$ cat src/rtl/usb_tx_encoder.sv
// Full-speed USB transmit bit engine: bit timer, LSB-first serialiser, bit stuffing, NRZI and line drive.
// Optional build macro TX_DATA_TOGGLE_EN alternates the DATA PID between DATA0 and DATA1 after each data packet.
module usb_tx_encoder #(
   parameter int CLKS_PER_BIT = 8,
   parameter int STUFF_LEN    = 6
) (
   input  logic       clk,
   input  logic       rst,
   input  logic       timer_en,
   input  logic       load_data,
   input  logic [2:0] bit_type,
   input  logic [7:0] tx_byte,
   output logic       shift_en,
   output logic       cnt_7bits,
   output logic       dplus,
   output logic       dminus
);

   localparam int CW = (CLKS_PER_BIT > 2) ? $clog2(CLKS_PER_BIT) : 1;
   localparam int OW = $clog2(STUFF_LEN + 1);
   localparam logic [CW-1:0] CNT_MAX  = CW'(CLKS_PER_BIT - 1);
   localparam logic [OW-1:0] ONES_MAX = OW'(STUFF_LEN);

   localparam logic [2:0] BT_IDLE = 3'b000;
   localparam logic [2:0] BT_SYNC = 3'b001;
   localparam logic [2:0] BT_ACK  = 3'b010;
   localparam logic [2:0] BT_NAK  = 3'b011;
   localparam logic [2:0] BT_STLL = 3'b100;
   localparam logic [2:0] BT_DATA = 3'b101;
   localparam logic [2:0] BT_BYTE = 3'b110;
   localparam logic [2:0] BT_EOP  = 3'b111;

   logic [CW-1:0] clk_cnt, clk_cnt_nxt;
   logic [2:0]    bit_idx, bit_idx_nxt;
   logic [OW-1:0] ones_cnt, ones_nxt, ones_inc;
   logic [7:0]    shift_reg, shift_nxt, sel_byte, data_pid;
   logic          stuff, stuff_nxt;
   logic          level, level_nxt;
   logic          dplus_nxt, dminus_nxt, shift_en_nxt, cnt_7bits_nxt;
   logic          bit_end, stuffable, line_update, tx_bit;

`ifdef TX_DATA_TOGGLE_EN
   logic data_tgl, data_seen, prev_eop;

   // The PID flips once the line returns to idle after an EOP that closed a data packet.
   always_ff @(posedge clk) begin
      if (rst) begin
         data_tgl  <= 1'b0;
         data_seen <= 1'b0;
         prev_eop  <= 1'b0;
      end else begin
         prev_eop <= (bit_type == BT_EOP);
         if (prev_eop && bit_type == BT_IDLE && data_seen) begin
            data_tgl  <= ~data_tgl;
            data_seen <= 1'b0;
         end else if (bit_type == BT_DATA) begin
            data_seen <= 1'b1;
         end
      end
   end

   assign data_pid = data_tgl ? 8'h4B : 8'hC3;
`else
   assign data_pid = 8'hC3;
`endif

   assign bit_end   = timer_en && (clk_cnt == CNT_MAX);
   assign stuffable = (bit_type != BT_IDLE) && (bit_type != BT_EOP);

   always_comb begin
      sel_byte = 8'h00;
      case (bit_type)
         BT_SYNC: sel_byte = 8'h80;
         BT_ACK:  sel_byte = 8'hD2;
         BT_NAK:  sel_byte = 8'h5A;
         BT_STLL: sel_byte = 8'h1E;
         BT_DATA: sel_byte = data_pid;
         BT_BYTE: sel_byte = tx_byte;
         default: sel_byte = 8'h00;
      endcase
   end

   // tx_bit is the bit that goes on the wire in the period starting next cycle.
   always_comb begin
      clk_cnt_nxt  = clk_cnt;
      bit_idx_nxt  = bit_idx;
      ones_nxt     = ones_cnt;
      ones_inc     = '0;
      shift_nxt    = shift_reg;
      stuff_nxt    = stuff;
      shift_en_nxt = 1'b0;
      line_update  = 1'b0;
      tx_bit       = shift_reg[0];

      if (!timer_en) begin
         clk_cnt_nxt = '0;
         bit_idx_nxt = '0;
      end else begin
         clk_cnt_nxt = bit_end ? '0 : clk_cnt + 1'b1;
      end

      if (load_data) begin
         shift_nxt    = sel_byte;
         bit_idx_nxt  = '0;
         stuff_nxt    = 1'b0;
         tx_bit       = sel_byte[0];
         line_update  = 1'b1;
         shift_en_nxt = bit_end && !stuff;
         if (bit_type == BT_SYNC) ones_nxt = '0;
      end else if (bit_end) begin
         line_update = 1'b1;
         if (stuff) begin
            stuff_nxt = 1'b0;
         end else begin
            shift_en_nxt = 1'b1;
            bit_idx_nxt  = bit_idx + 1'b1;
            if (bit_idx == 3'd7) begin
               shift_nxt = sel_byte;
               tx_bit    = sel_byte[0];
            end else begin
               shift_nxt = {1'b0, shift_reg[7:1]};
               tx_bit    = shift_reg[1];
            end
            if (stuffable) begin
               ones_inc = shift_reg[0] ? ones_cnt + 1'b1 : '0;
               if (ones_inc == ONES_MAX) begin
                  stuff_nxt = 1'b1;
                  ones_nxt  = '0;
                  tx_bit    = 1'b0;
               end else begin
                  ones_nxt = ones_inc;
               end
            end
         end
      end

      level_nxt  = level;
      dplus_nxt  = dplus;
      dminus_nxt = dminus;
      if (line_update) begin
         level_nxt  = tx_bit ? level : ~level;
         dplus_nxt  = level_nxt;
         dminus_nxt = ~level_nxt;
      end

      // EOP takes effect at a period boundary; idle forces J immediately (abort path).
      if (bit_type == BT_EOP) begin
         level_nxt = 1'b1;
         ones_nxt  = '0;
         stuff_nxt = 1'b0;
         if (line_update) begin
            dplus_nxt  = 1'b0;
            dminus_nxt = 1'b0;
         end
      end else if (bit_type == BT_IDLE) begin
         level_nxt  = 1'b1;
         ones_nxt   = '0;
         stuff_nxt  = 1'b0;
         dplus_nxt  = 1'b1;
         dminus_nxt = 1'b0;
      end

      cnt_7bits_nxt = timer_en && (bit_idx_nxt == 3'd7);
   end

   always_ff @(posedge clk) begin
      if (rst) begin
         clk_cnt   <= '0;
         bit_idx   <= '0;
         ones_cnt  <= '0;
         shift_reg <= '0;
         stuff     <= 1'b0;
         level     <= 1'b1;
         dplus     <= 1'b1;
         dminus    <= 1'b0;
         shift_en  <= 1'b0;
         cnt_7bits <= 1'b0;
      end else begin
         clk_cnt   <= clk_cnt_nxt;
         bit_idx   <= bit_idx_nxt;
         ones_cnt  <= ones_nxt;
         shift_reg <= shift_nxt;
         stuff     <= stuff_nxt;
         level     <= level_nxt;
         dplus     <= dplus_nxt;
         dminus    <= dminus_nxt;
         shift_en  <= shift_en_nxt;
         cnt_7bits <= cnt_7bits_nxt;
      end
   end

endmodule

$ cat config.mk
export PLATFORM = sky130hd
export DESIGN_NAME = usb_tx_encoder
export DESIGN_NICKNAME = d
export VERILOG_FILES = /design/src/rtl/usb_tx_encoder.sv
export SDC_FILE = /design/constraint.sdc
export NUM_CORES = 1
export LEC_CHECK = 0
export ABC_AREA = 1
export BUFFER_PORTS_ARGS = -buffer_cell sky130_fd_sc_hd__buf_2
export CORE_AREA = 5 5 50 57
export DETAILED_ROUTE_END_ITERATION = 8
export DIE_AREA = 0 0 55 62
export PLACE_DENSITY_LB_ADDON = 0.08
export SLEW_MARGIN = 10
export SYNTH_ARGS = -nofsm -noshare
export SYNTH_HDL_FRONTEND = slang
export SYNTH_SLANG_ARGS = --single-unit
export TNS_END_PERCENT = 10
$ cat constraint.sdc
create_clock -name clk -period 4.8 [get_ports clk]
set_input_delay 0.96 -clock clk [delete_from_list [all_inputs] [get_ports clk]]
set_output_delay 0.96 -clock clk [all_outputs]
set_load 0.005 [all_outputs]
==> out/summary.txt <==
status - finished clean
first-pass GRT wire length - 4.53 mm
total gr overflow - 0
DIE HEIGHT - 62 um
leading post-synthesis cells by cell area - dfxtp_1 (37%), nand2_1 (11%), nand3_1 (7.2%)
final WL - 2.55 mm
Post-Synth XOR/XNOR Area - 0
router iterations before antenna repair - 4
Period minus WS final - 2.00 ns
setup_tns - 0 ns
IO Pins - 19
Slew @ Worst Pin - 0.418 ns
Max Clock Skew - 0.00772 ns
complex-gate fraction of the synthesized area - 0.150
max reg flops - 8
starting density of the core - 0.573
RSZ-0062 raised after global routing - no
crit-path cells - buf_2, nand2_4, nor2_4, nor2_2, nand2_1, nand2_1, clkinv_1, nand3_1, nand2_1, nand3_2, nand2_1, nand2_1, nand2_1
Synth cell types - 26
cell total after placement - 223
Worst path most repeated cell - nand2_1
Power Density - 249 mW/mm^2
final period utilization - 0.416
vias in the first global route - 1108
Lkg Pwr - 0.661 nW
later-pin clock latency in the skew report - 0.31 ns
CTS H-tree depth - 1
share of flip-flops with an asynchronous set or reset - 0
EDFF count, synth - 0
CP max-delay cell - nor2_2
final cell count without fillers - 227
largest net degree at the start of global routing - 13
core area - 0.00218 mm^2
maxcap violations - 0
Crit. Startpoint - timer_en
final RePlAce weighted congestion - 0.839
share of the synthesized area in the top cell type - 0.368
GRT Total Usage - 0.179
die footprint - 0.00341 mm^2
Routed wire per std cell - 11.2 um
CP Launch Type - input port
Max clock buf depth - 2
CTS root buffer - clkbuf_4
top cells by count, synth - nand2_1 (36), dfxtp_1 (23), inv_1 (23), nand3_1 (18), nor2_1 (17)
Synth Area in Adders - 0.0500
Worst slew margin - 0.720
final net count - 218
critical path class - in2reg
most frequent cell after synthesis - nand2_1
vias - 1173
Arrival @ worst endpoint - 2.22 ns
Worst R2R Start - clk_cnt[0]
Syn. warnings - 0
CTS buffer count - 3
Hold Path Class - reg2reg
share of cells above drive strength 1 - 0.168
mux contribution to synthesized area - 0
Mapped Cells - 178
DRT iter0 DRCs - 26
initial antenna violation count - 0
Port Buf Inserts - 18
largest family of logic cells by synthesized area - simple AND/OR/NAND/NOR gates
Setup crit end kind - flip-flop
maximum fanout along the worst path - 11
Cell Area, Synth - 0.00125 mm^2
worst hold margin - 0.428 ns
Synth-to-Final Area Change - 10.2%
Worst EP required - 5.02 ns
Routed Antenna Nets - 0
total inserted antenna cells - 0
Max Clk Rate - 0.500 GHz
Syn Area/Cell - 7.03 um^2
clock edge transition at the registers on the reported setup and hold paths - 0.13 ns
worst vdd ir - 0.187 mV
setup violators final - 0
dominant synthesized flop cell - dfxtp_1
FP Rows - 18
simple-gate share of the synthesized area - 0.330
HP Start - clk_cnt[0]
Via-to-Cell Ratio - 5.17
Fin. Hold Viols - 0
Pwr Total - 0.000343 W
CP peak stage delay - 0.33 ns
register area share after synthesis - 0.368
Chip Width - 55 um
final slew viol count - 0
DRC - 0
post-CTS setup buffer count - 0
area leader, netlist - dfxtp_1
HPWL after DPL - 2.02 mm
Post-CTS Resized - 0
TritonCTS clock tree - yes
net count after synthesis - 198
Sink Count - 23
# hold bufs at CTS - 0
Synth Register Bits - 23
layout make-up:
| cell class | instances | area (um^2) |
|---|---|---|
| Clock buffer | 4 | 26.3 |
| Fill cell | 222 | 806 |
| Inverter | 27 | 101 |
| Multi-Input combinational cell | 125 | 663 |
| Sequential cell | 23 | 460 |
| Tap cell | 30 | 37.5 |
| Timing Repair Buffer | 18 | 90.1 |
layout by cell type (no fill, tap or decap):
| cell | count |
|---|---|
| o21ai_0 | 14 |
| nand4_1 | 3 |
| clkbuf_1 | 1 |
| nor3_4 | 1 |
| nor2_4 | 1 |
| nand2_2 | 1 |
| nand2_4 | 1 |
| clkbuf_4 | 3 |
| a221oi_1 | 1 |
| o2111ai_1 | 1 |
| inv_2 | 2 |
| clkinv_1 | 2 |
| nand2_1 | 36 |
| inv_1 | 23 |
| nor4_2 | 1 |
| o211ai_1 | 2 |
| nor2_1 | 17 |
| ha_1 | 5 |
| a31oi_1 | 1 |
| dfxtp_1 | 23 |
| nor2_2 | 2 |
| buf_2 | 18 |
| a21oi_2 | 1 |
| a21oi_1 | 14 |
| nor3_1 | 3 |
| nand3_2 | 2 |
| nand3_1 | 18 |
per-layer routing:
metal  GRT usage  vias up  routed length, um
li1            -      622                  -
met1       0.216      526               1120
met2       0.313       19               1300
met3      0.0358        6                 90
met4      0.0660        0                 34
met5           0        -                  0
path summary, 6_finish.rpt:
path         cells past startpoint         end  slack (ns)
min                              1  clk_cnt[0]        0.43
min reg2reg                      1  clk_cnt[0]        0.43
max                             13       dplus        2.80
max reg2reg                     14       dplus        2.86
critical path, delay by kind of cell:
family	cells	cell delay, ns
AND/OR/NAND/NOR	11	1.03
buffers and inverters	2	0.22
logic make-up after synthesis:
logic type	count (synthesis)
buffers and inverters	30
and+or+nand+nor	86
adders and majority gates	5
DFF	23
AOI/OAI and AO/OA	34
where the power goes:
part / leakage, nW / switching (W) / total (W) / internal, W
sequential: 0.188 / 0.00000435 / 0.000203 / 0.000199
clock: 0.0150 / 0.0000564 / 0.0000888 / 0.0000324
combinational: 0.458 / 0.0000327 / 0.0000511 / 0.0000185
metrics by stage:
stage / setup WS (ns) / utilization / instance area [um^2]
floorplan: 2.89 / - / 1250
global placement: 2.52 / 0.619 / 1350
detailed placement: 2.48 / 0.619 / 1350
CTS: 2.80 / 0.631 / 1380
global route: 2.61 / 0.631 / 1380
finish: 2.80 / 0.631 / 1380
(Power assumes the default switching activity.)
